**config.mk**
```make
export PLATFORM = sky130hd
export DESIGN_NAME = ysyx_25060170_exu_md
export DESIGN_NICKNAME = d
export VERILOG_FILES = /design/src/rtl/ysyx_25060170_pkg.sv /design/src/rtl/ysyx_25060170_mdu.sv /design/src/rtl/ysyx_25060170_exu_md.sv
export SDC_FILE = /design/constraint.sdc
export NUM_CORES = 2
export LEC_CHECK = 0
export ABC_CLOCK_PERIOD_IN_PS = 14900
export CORE_MARGIN = 2
export CORE_UTILIZATION = 55
export CTS_BUF_LIST = sky130_fd_sc_hd__clkbuf_16
export CTS_CLUSTER_SIZE = 16
export DETAILED_ROUTE_END_ITERATION = 6
export PLACE_DENSITY = 0.75
export SYNTH_ARGS = -nofsm -noshare
export SYNTH_HDL_FRONTEND = slang
export SYNTH_SLANG_ARGS = --single-unit
```
**constraint.sdc**
```tcl
create_clock -name clk -period 14.9 [get_ports clk]
set_input_delay 1.49 -clock clk [delete_from_list [all_inputs] [get_ports clk]]
set_output_delay 1.49 -clock clk [all_outputs]
set_load 0.05 [all_outputs]
```
**src/rtl/ysyx_25060170_pkg.sv**
```systemverilog
// Shared decode constants and FSM state type for the EXU and its mul/div engine.
package ysyx_25060170_pkg;

    // Major opcodes
    localparam logic [6:0] OP     = 7'b0110011;
    localparam logic [6:0] OP_IMM = 7'b0010011;
    localparam logic [6:0] LUI    = 7'b0110111;
    localparam logic [6:0] AUIPC  = 7'b0010111;
    localparam logic [6:0] JAL    = 7'b1101111;
    localparam logic [6:0] JALR   = 7'b1100111;
    localparam logic [6:0] LOAD   = 7'b0000011;
    localparam logic [6:0] STORE  = 7'b0100011;
    localparam logic [6:0] SYSTEM = 7'b1110011;

    // funct3 for the integer ALU
    localparam logic [2:0] F3_ADD  = 3'b000;
    localparam logic [2:0] F3_SLL  = 3'b001;
    localparam logic [2:0] F3_SLT  = 3'b010;
    localparam logic [2:0] F3_SLTU = 3'b011;
    localparam logic [2:0] F3_XOR  = 3'b100;
    localparam logic [2:0] F3_SR   = 3'b101;
    localparam logic [2:0] F3_OR   = 3'b110;
    localparam logic [2:0] F3_AND  = 3'b111;

    // funct3 for the M extension
    localparam logic [2:0] F3_MUL    = 3'b000;
    localparam logic [2:0] F3_MULH   = 3'b001;
    localparam logic [2:0] F3_MULHSU = 3'b010;
    localparam logic [2:0] F3_MULHU  = 3'b011;
    localparam logic [2:0] F3_DIV    = 3'b100;
    localparam logic [2:0] F3_DIVU   = 3'b101;
    localparam logic [2:0] F3_REM    = 3'b110;
    localparam logic [2:0] F3_REMU   = 3'b111;

    // funct7 selecting the M extension within OP
    localparam logic [6:0] F7_M = 7'b0000001;

    typedef enum logic [1:0] {
        IDLE = 2'd0,
        BUSY = 2'd1,
        DONE = 2'd2
    } state_e;

endpackage

```
**src/rtl/ysyx_25060170_mdu.sv**
```systemverilog
// Iterative RV32M engine: one shift-add or restoring-division step per cycle
// on operand magnitudes, with the sign fix-up applied on the final step.
// done pulses on the cycle of the last step; result is valid alongside it.
module ysyx_25060170_mdu
    import ysyx_25060170_pkg::*;
#(
    parameter int XLEN = 32
) (
    input  logic            clk,
    input  logic            rst,
    input  logic            start,
    input  logic [2:0]      op,
    input  logic [XLEN-1:0] a,
    input  logic [XLEN-1:0] b,
    output logic            done,
    output logic [XLEN-1:0] result
);

    localparam int CW = $clog2(XLEN + 1);

    logic [CW-1:0]     cnt;
    logic              busy;
    logic [2*XLEN-1:0] acc;       // {hi/remainder, lo/multiplier-quotient}
    logic [XLEN-1:0]   opb;       // multiplicand or divisor magnitude
    logic [2:0]        op_q;
    logic              neg_main;  // negate product or quotient
    logic              neg_rem;   // negate remainder

    logic              a_sgn, b_sgn, a_neg, b_neg;
    logic [XLEN-1:0]   a_mag, b_mag;
    logic [XLEN:0]     mul_sum, rem_sh, diff;
    logic              q_bit;
    logic [2*XLEN-1:0] mul_next, div_next, acc_next, prod;
    logic [XLEN-1:0]   quot, rem;

    // Operand signedness and magnitudes captured at start
    always_comb begin
        a_sgn = (op == F3_MUL) || (op == F3_MULH) || (op == F3_MULHSU) ||
                (op == F3_DIV) || (op == F3_REM);
        b_sgn = (op == F3_MUL) || (op == F3_MULH) || (op == F3_DIV) || (op == F3_REM);
        a_neg = a_sgn && a[XLEN-1];
        b_neg = b_sgn && b[XLEN-1];
        a_mag = a_neg ? -a : a;
        b_mag = b_neg ? -b : b;
    end

    // One iteration step and the sign-corrected result of the step
    always_comb begin
        mul_sum  = {1'b0, acc[2*XLEN-1:XLEN]} + (acc[0] ? {1'b0, opb} : '0);
        mul_next = {mul_sum, acc[XLEN-1:1]};
        rem_sh   = acc[2*XLEN-1:XLEN-1];
        diff     = rem_sh - {1'b0, opb};
        q_bit    = !diff[XLEN];
        div_next = {(q_bit ? diff[XLEN-1:0] : rem_sh[XLEN-1:0]), acc[XLEN-2:0], q_bit};
        acc_next = op_q[2] ? div_next : mul_next;
        prod     = neg_main ? -acc_next : acc_next;
        quot     = neg_main ? -acc_next[XLEN-1:0] : acc_next[XLEN-1:0];
        rem      = neg_rem ? -acc_next[2*XLEN-1:XLEN] : acc_next[2*XLEN-1:XLEN];
        case (op_q)
            F3_MUL:                        result = prod[XLEN-1:0];
            F3_MULH, F3_MULHSU, F3_MULHU:  result = prod[2*XLEN-1:XLEN];
            F3_DIV, F3_DIVU:               result = quot;
            default:                       result = rem;
        endcase
        done = busy && (cnt == CW'(1));
    end

    // Iteration state: load on start, step while busy, stop after XLEN steps
    always_ff @(posedge clk) begin
        if (!rst) begin
            busy     <= 1'b0;
            cnt      <= '0;
            acc      <= '0;
            opb      <= '0;
            op_q     <= '0;
            neg_main <= 1'b0;
            neg_rem  <= 1'b0;
        end else if (start) begin
            busy     <= 1'b1;
            cnt      <= CW'(XLEN);
            acc      <= {{XLEN{1'b0}}, a_mag};
            opb      <= b_mag;
            op_q     <= op;
            neg_main <= a_neg ^ b_neg;
            neg_rem  <= a_neg;
        end else if (busy) begin
            acc <= acc_next;
            cnt <= cnt - CW'(1);
            if (cnt == CW'(1)) busy <= 1'b0;
        end
    end

endmodule

```
**src/rtl/ysyx_25060170_exu_md.sv**
```systemverilog
// Execution unit: single-cycle ALU/decode, iterative M extension through the
// mdu, and a registered result held until the writeback stage takes it.
//
// Handshake: a transfer happens on a rising edge where valid && ready. On the
// input side in_ready is high in IDLE, or in DONE when the held result is
// leaving in the same cycle; on the output side out_valid is high exactly in
// DONE and result/rd/trap stay stable until out_ready.
module ysyx_25060170_exu_md
    import ysyx_25060170_pkg::*;
#(
    parameter int XLEN = 32,
    parameter int RV_M = 1
) (
    input  logic            clk,
    input  logic            rst,
    input  logic            in_valid,
    output logic            in_ready,
    input  logic [XLEN-1:0] pc_i,
    input  logic [XLEN-1:0] rs1_data_i,
    input  logic [XLEN-1:0] rs2_data_i,
    input  logic [XLEN-1:0] imm_i,
    input  logic [6:0]      opcode_i,
    input  logic [2:0]      funct3_i,
    input  logic [6:0]      funct7_i,
    input  logic [4:0]      rd_i,
    output logic            out_valid,
    input  logic            out_ready,
    output logic [XLEN-1:0] result_o,
    output logic [4:0]      rd_o,
    output logic            trap_o,
    output state_e          dbg_state
);

    localparam int SHW = $clog2(XLEN);

    state_e          state, state_n;
    logic            accept, load_fast, load_mdu, mdu_start, mdu_done;
    logic            m_iter, fast_trap, div0, ovf;
    logic [XLEN-1:0] op_b, fast_result, mdu_result;
    logic [SHW-1:0]  shamt;

    assign accept    = in_valid && in_ready;
    assign in_ready  = rst && ((state == IDLE) || ((state == DONE) && out_ready));
    assign out_valid = (state == DONE);
    assign dbg_state = state;

    // Decode: ALU result, trap, and whether an M op needs the iterative engine
    always_comb begin
        op_b        = (opcode_i == OP) ? rs2_data_i : imm_i;
        shamt       = op_b[SHW-1:0];
        div0        = (rs2_data_i == '0);
        ovf         = (rs1_data_i == {1'b1, {(XLEN-1){1'b0}}}) && (rs2_data_i == '1);
        fast_result = '0;
        fast_trap   = 1'b0;
        m_iter      = 1'b0;
        if ((opcode_i == OP) && (funct7_i == F7_M)) begin
            if (RV_M != 0) begin
                case (funct3_i)
                    F3_DIV:  if (div0) fast_result = '1;
                             else if (ovf) fast_result = rs1_data_i;
                             else m_iter = 1'b1;
                    F3_DIVU: if (div0) fast_result = '1; else m_iter = 1'b1;
                    F3_REM:  if (div0) fast_result = rs1_data_i;
                             else if (!ovf) m_iter = 1'b1;
                    F3_REMU: if (div0) fast_result = rs1_data_i; else m_iter = 1'b1;
                    default: m_iter = 1'b1;
                endcase
            end
        end else begin
            case (opcode_i)
                OP, OP_IMM: begin
                    case (funct3_i)
                        F3_ADD:  fast_result = ((opcode_i == OP) && funct7_i[5]) ?
                                               rs1_data_i - op_b : rs1_data_i + op_b;
                        F3_SLL:  fast_result = rs1_data_i << shamt;
                        F3_SLT:  fast_result = {{(XLEN-1){1'b0}},
                                                ($signed(rs1_data_i) < $signed(op_b))};
                        F3_SLTU: fast_result = {{(XLEN-1){1'b0}}, (rs1_data_i < op_b)};
                        F3_XOR:  fast_result = rs1_data_i ^ op_b;
                        F3_SR:   fast_result = funct7_i[5] ?
                                               XLEN'($signed(rs1_data_i) >>> shamt) :
                                               rs1_data_i >> shamt;
                        F3_OR:   fast_result = rs1_data_i | op_b;
                        default: fast_result = rs1_data_i & op_b;
                    endcase
                end
                LUI:          fast_result = imm_i;
                AUIPC:        fast_result = pc_i + imm_i;
                JAL, JALR:    fast_result = pc_i + XLEN'(4);
                LOAD, STORE:  fast_result = rs1_data_i + imm_i;
                SYSTEM:       fast_trap   = (imm_i == XLEN'(1));
                default:      fast_result = '0;
            endcase
        end
    end

    // Handshake FSM: next state and register load strobes
    always_comb begin
        state_n   = state;
        load_fast = 1'b0;
        load_mdu  = 1'b0;
        mdu_start = 1'b0;
        case (state)
            IDLE, DONE: begin
                if (accept) begin
                    if (m_iter) begin
                        mdu_start = 1'b1;
                        state_n   = BUSY;
                    end else begin
                        load_fast = 1'b1;
                        state_n   = DONE;
                    end
                end else if ((state == DONE) && out_ready) begin
                    state_n = IDLE;
                end
            end
            BUSY: begin
                if (mdu_done) begin
                    load_mdu = 1'b1;
                    state_n  = DONE;
                end
            end
            default: state_n = IDLE;
        endcase
    end

    // State register
    always_ff @(posedge clk) begin
        if (!rst) state <= IDLE;
        else      state <= state_n;
    end

    // Output register: loaded on fast accept or on the final mdu step
    always_ff @(posedge clk) begin
        if (!rst) begin
            result_o <= '0;
            rd_o     <= '0;
            trap_o   <= 1'b0;
        end else if (load_fast) begin
            result_o <= fast_result;
            rd_o     <= rd_i;
            trap_o   <= fast_trap;
        end else if (mdu_start) begin
            rd_o     <= rd_i;
            trap_o   <= 1'b0;
        end else if (load_mdu) begin
            result_o <= mdu_result;
        end
    end

    ysyx_25060170_mdu #(.XLEN(XLEN)) u_mdu (
        .clk    (clk),
        .rst    (rst),
        .start  (mdu_start),
        .op     (funct3_i),
        .a      (rs1_data_i),
        .b      (rs2_data_i),
        .done   (mdu_done),
        .result (mdu_result)
    );

endmodule

```
# Word-level counts from Yosys, hierarchy flattened
# Index checks and enable logic that the tools add are counted.
[totals] in_bits=154 output_inout_bits=42 register_bits=148 elab_cells=157
[op_classes] reduce_logical=36 n_lt_le_gt_ge=2 n_mux=54 bitwise=5 n_eq_ne=31 shift=3 add_sub_neg=13
[op_table] op="$mux 32" n=19
[op_table] op="$pmux 32 s7" n=1
[op_table] op="$pmux 32 s3" n=2
[op_table] op="$pmux 32 s5" n=1
[op_table] op="$mux 64" n=2
[op_table] op="$neg 32->32" n=4
[op_table] op="$add 32x32->32" n=3
[op_table] op="$eq 32x32->1 const B" n=2
[op_table] op="$lt 32x32->1" n=2
[op_table] op="$neg 64->64" n=1
[op_table] op="$add 32x32->33" n=1
[op_table] op="$sub 33x32->33" n=1
[op_table] op="$add 32x3->32 const B" n=1
[op_table] op="$and 32x32->32" n=1
[op_table] op="$eq 32x1->1 const B" n=1
[op_table] op="$logic_not 32->1" n=1
[op_table] op="$or 32x32->32" n=1
[op_table] op="$shl 32x5->32" n=1
[op_table] op="$shr 32x5->32" n=1
[op_table] op="$sshr 32x5->32" n=1
[op_table] op="$sub 32x32->32" n=1
[op_table] op="$xor 32x32->32" n=1
[op_table] op="$eq 7x6->1 const B" n=3
[op_table] op="$eq 7x7->1 const B" n=3
[op_table] op="other kinds (29)" n=89

# Logic depth before layout (Yosys ltp)
[depth] word_depth=11 ltp_mapped=24 depth_no_buf=22

# Modules after synthesis
# From an unflattened synthesis, not the netlist that was laid out.
[hier_totals] cells_unflattened=4185 area_unflattened_um2=29229.3
[by_module_without_submodules] module="ysyx_25060170_exu_md" instances=1 area_per_inst_um2=15233.4 cells_each=2227 seq_area_each_um2=800.8
[by_module_without_submodules] module="ysyx_25060170_mdu" instances=1 area_per_inst_um2=13995.9 cells_each=1958 seq_area_each_um2=2162.1

# Least setup slack after synthesis
# No wires, ideal clock.
[synth_path] path_type="input to register" start="in opcode_i[2]" end="reg result_o[30]" path_buffers=4 t_required_ns=14.765 slack_ns=8.768 setup_time_ns=0.135 arrival_time_ns=5.996 stages=22 path_cell_list="clkbuf_1 > or3b_2 > nor3_1 > a21o_1 > clkbuf_1 > buf_1 > clkbuf_1 > ha_1 > fa_1 > a21o_1 > a21oi_1 > nor2_1 > nor4_1 > or2_2 > a21oi_1 > a41oi_1 > o31ai_1 > a311oi_1 > o21ai_0 > mux2i_1 > a211oi_1 > o311ai_1"
[synth_via] elab_chain_len=8 elab_cells_between_ends=38 classes_between="add/sub (2); eq/ne (9); shift (3); mux (14); bitwise (3); reduce/logical (7)"
[synth_lines] item="start, declared" line_no="ysyx_25060170_exu_md.sv:22" rtl="input logic [6:0] opcode_i,"
[synth_lines] item="$eq 7x6->1"
[synth_lines] item="$mux 32 / $logic_and 1x1->1 (equally long branches)" line_no="ysyx_25060170_exu_md.sv:49, ysyx_25060170_exu_md.sv:56"
[synth_lines] item="$add 32x32->32 (tied with other cells)" line_no="ysyx_25060170_exu_md.sv:74" rtl="rs1_data_i - op_b : rs1_data_i + op_b;"
[synth_lines] item="$mux 32 (tied with other cells)" line_no="ysyx_25060170_exu_md.sv:73" rtl="F3_ADD: fast_result = ((opcode_i == OP) && funct7_i[5]) ?"
[synth_lines] item="$pmux 32 s7 / $mux 1 (equally long branches)" line_no="ysyx_25060170_exu_md.sv:72, ysyx_25060170_exu_md.sv:105"
[synth_lines] item="$pmux 32 s5 / $mux 1 (equally long branches)" line_no="ysyx_25060170_exu_md.sv:70, ysyx_25060170_exu_md.sv:103"
[synth_lines] item="$mux 32 (tied with other cells)" line_no="ysyx_25060170_exu_md.sv:56" rtl="if ((opcode_i == OP) && (funct7_i == F7_M)) begin"
[synth_lines] item="$mux 32 / $reduce_and 2->1 (equally long branches)"
[synth_lines] item="end signal, assigned" line_no="ysyx_25060170_exu_md.sv:140" rtl="result_o <= fast_result;"
[synth_lines] item="end signal, assigned" line_no="ysyx_25060170_exu_md.sv:147" rtl="result_o <= mdu_result;"
[synth_lines] item="end, declared" line_no="ysyx_25060170_exu_md.sv:28" rtl="output logic [XLEN-1:0] result_o,"
# Several ways; a longest one is shown, not always the timed one.
# A chain may end at the register's enable or synchronous reset.

# Final worst setup path
[layout_path] start="in opcode_i[2]" end="reg result_o[29]"
# The elaborated chain is that of the path after synthesis.

==> out/metrics.yaml <==
outcome: "complete, but fails checks"
failed_checks: "DRC"
final_antenna_net_count: 0
synth_top_area_share_pct: 10.6
peakVddDrop_mv: 0.0846
grt_antenna_before_repair: 18
cts_made_buffers: 17
fp.dieH_um: 229
fin_crit_ns: 8.08
clockBufferDepth: 2
path_class: "input port to flop"
rr_worst_depth: 21
hp-start: "result_o[27]"
rows: 82
port_buffers: 195
p_clk_share_pct: 28.9
tritoncts: "done"
path_clk_slew_ns: 0.06
hold_class: "flop to flop"
slew_viol_final: 0
firstDrtPassIters: 7
cp.arrival_ns: 8.46
routed_wl_mm: 150
hold_viol_final: 0
overflow: 0
cp_max_fo: 83
grt_pass1_vias: 33200
via_per_inst: 7.33
p_int_uw: 875
holdPathStages: 2
drt_iter0_markers: 5795
worstReg2RegEnd: "result_o[30]"
cts_root_buf: "clkbuf_16"
worst_slew_pin_slew_ns: 1.37
synthTopCellsByCount: "nor2_1 (507), a21oi_1 (411), nand2_1 (351), o21ai_0 (336), clkbuf_1 (199)"
ys_types: 111
yosys_warnings: 0
ys_seq_elements: 148
p_leak_uw: 0.0120
maxSlewHeadroom_pct: 5.96
io-pin-count: 196
clk_latency_ns: 0.47
cts_max_level: 4
hold_path_end: "result_o[27]"
rr_startpoint: "u_mdu.acc[31]"
worst-r2r-setup-slack_ns: 7.63
drv_cap: 0
ys.flop_type: "dfxtp_1"
drc: 36
ys_seq_area_share_pct: 10.6
vias: 36000
syn-num-nets: 4541
finalSetupViolations: 0
end_kind: "flop"
finalCritPeriodShare_pct: 54.2
synth_area_sq_mm: 0.0280
finalNetCount: 4566
start_util_pct: 55.7
drive_above_1_share_pct: 5.94
grt_use_total_pct: 54.7
fmax_ghz: 0.124
final_util_pct: 61.7
skew_ns: 0.0169
synthToLayoutAreaGrowth_pct: 10.7
critPathLaunchType: "input port"
wire_per_inst_um: 30.5
pwr-share-comb_pct: 44.8
post-place-ws_ns: 6.75
synth-edff-count: 0
cts_sinks: 148
die-width_um: 229
grt_pass1_wl_mm: 217
cts-resized-gates: 0
design.core.area_sq_mm: 0.0502
num-fill-cells: 4763
cts_hold_buffers: 0
seq_power_share_pct: 26.3
cts_setup_buffers: 0
dpl_cell_area_sq_mm: 0.0304
synth.most_common_cell: "nor2_1"
required_ns: 15.28
fp.dieArea_sq_mm: 0.0527
avgSynthCellArea_sq_um: 6.67
rsz0062_at_grt: "no"
hpwl_mm: 115
fin_ws_ns: 6.82
fin_setup_tns_ns: 0
powerDensity_mw_per_mm2: 49.7
synth_area_leaders: "dfxtp_1 (11%), ha_1 (8.7%), a21oi_1 (7.4%), nor2_1 (6.8%), o21ai_0 (6.0%)"
synthArstFlopShare_pct: 0
sw_frac_of_total_pct: 43.2
final_cell_area_sq_mm: 0.0310
yosysTopAreaCell: "dfxtp_1"
gp_congestion: 1.11
switchingPower_uw: 665
grt_max_degree: 106
synthCells: 4189
[through the flow]
| stage | cells | total power [uW] | hold WS (ns) |
|---|---|---|---|
| final | 4909 | 1540 | 0.477 |
| after global routing | 4903 | 1570 | 0.507 |
| after CTS | 4899 | 1500 | 0.478 |
| after detailed placement | 4867 | 1060 | 0.469 |
| after global placement | 4867 | 1060 | 0.472 |
| after floorplan | 4189 | 794 | 0.458 |
[registers in the layout, summed over array words and instances, names as in the netlist, 2 cells and up]
signal      count
u_mdu.cnt       6
u_mdu.acc      64
result_o       32
dbg_state       2
u_mdu.opb      32
rd_o            5
u_mdu.op_q      3
[kinds of logic after synthesis]
kind of cell / count (synthesis) / share of synthesized area [%]
XOR/XNOR: 260 / 8.14
AND/OR/NAND/NOR: 1461 / 24.7
multiplexers: 165 / 6.16
adder cells (fa/ha/maj): 198 / 8.97
flip-flops: 148 / 10.6
AO/OA/AOI/OAI: 1490 / 34.9
buffers and inverters: 467 / 6.55
[cells in the final DEF, fill, tap and decap left out, drive strengths merged, types with 87 or more instances in the layout]
master         count
nor2             508
a21oi            412
nand2            353
o21ai            352
clkdlybuf4s50    195
ha               194
inv              191
xnor2            173
a211oi           153
dfxtp            148
nor3             142
mux2i            118
nand3            112
xor2              87
buf               87
[layout make-up]
type | instances | area (sq um) | area share (%)
Multi-Input combinational cell | 3574 | 23200 | 75.0
Sequential cell | 148 | 2970 | 9.59
Timing Repair Buffer | 282 | 2610 | 8.41
Tap cell | 672 | 841 | 2.72
Inverter | 191 | 717 | 2.32
Clock buffer | 17 | 425 | 1.37
Clock inverter | 15 | 155 | 0.501
Antenna cell | 10 | 25.0 | 0.0808
[worst max-delay path: stages]
cell,delay (ns)
clkdlybuf4s50_1,0.55
or3b_2,0.64
o21ai_0,0.39
and2_2,0.21
buf_4,0.67
clkinv_1,0.77
ha_1,0.57
and3_1,0.19
o21ai_0,0.15
a21oi_1,0.33
o31ai_1,0.18
a21oi_1,0.51
a2111oi_0,0.22
or3_1,0.46
o21ai_0,0.27
nand2_1,0.09
o41ai_1,0.11
xnor2_1,0.11
o311a_1,0.35
nor3_1,0.16
[layer usage]
layer / share of wire, % / track usage [%] / up-vias / wire length, um
li1: - / - / 15600 / -
met2: 41 / 80.8 / 3013 / 61300
met5: 0.074 / 0.184 / - / 110
met4: 11 / 51.7 / 14 / 17100
met1: 34 / 60.5 / 16400 / 51000
met3: 13 / 19.8 / 970 / 20000
[how the worst max path moves through the flow]
stage	slack, ns	to	start	depth (start not counted)
2_1_floorplan	8.77	result_o[30]	opcode_i[2]	22
3_3_place_gp	6.78	result_o[29]	opcode_i[2]	20
3_5_place_dp	6.75	result_o[29]	opcode_i[2]	20
4_1_cts	7.21	result_o[29]	opcode_i[2]	20
5_1_grt	6.75	result_o[30]	opcode_i[2]	20
6_report	6.82	result_o[29]	opcode_i[2]	20
[power groups by stage]
stage / logic, uW / registers (uW) / clock network [uW]
2_1_floorplan: 370 / 424 / 0
3_3_place_gp: 647 / 414 / 0
3_5_place_dp: 643 / 414 / 0
4_1_cts: 647 / 405 / 444
5_1_grt: 707 / 405 / 458
6_report: 689 / 406 / 445
Power figures use the tool's default switching activity.
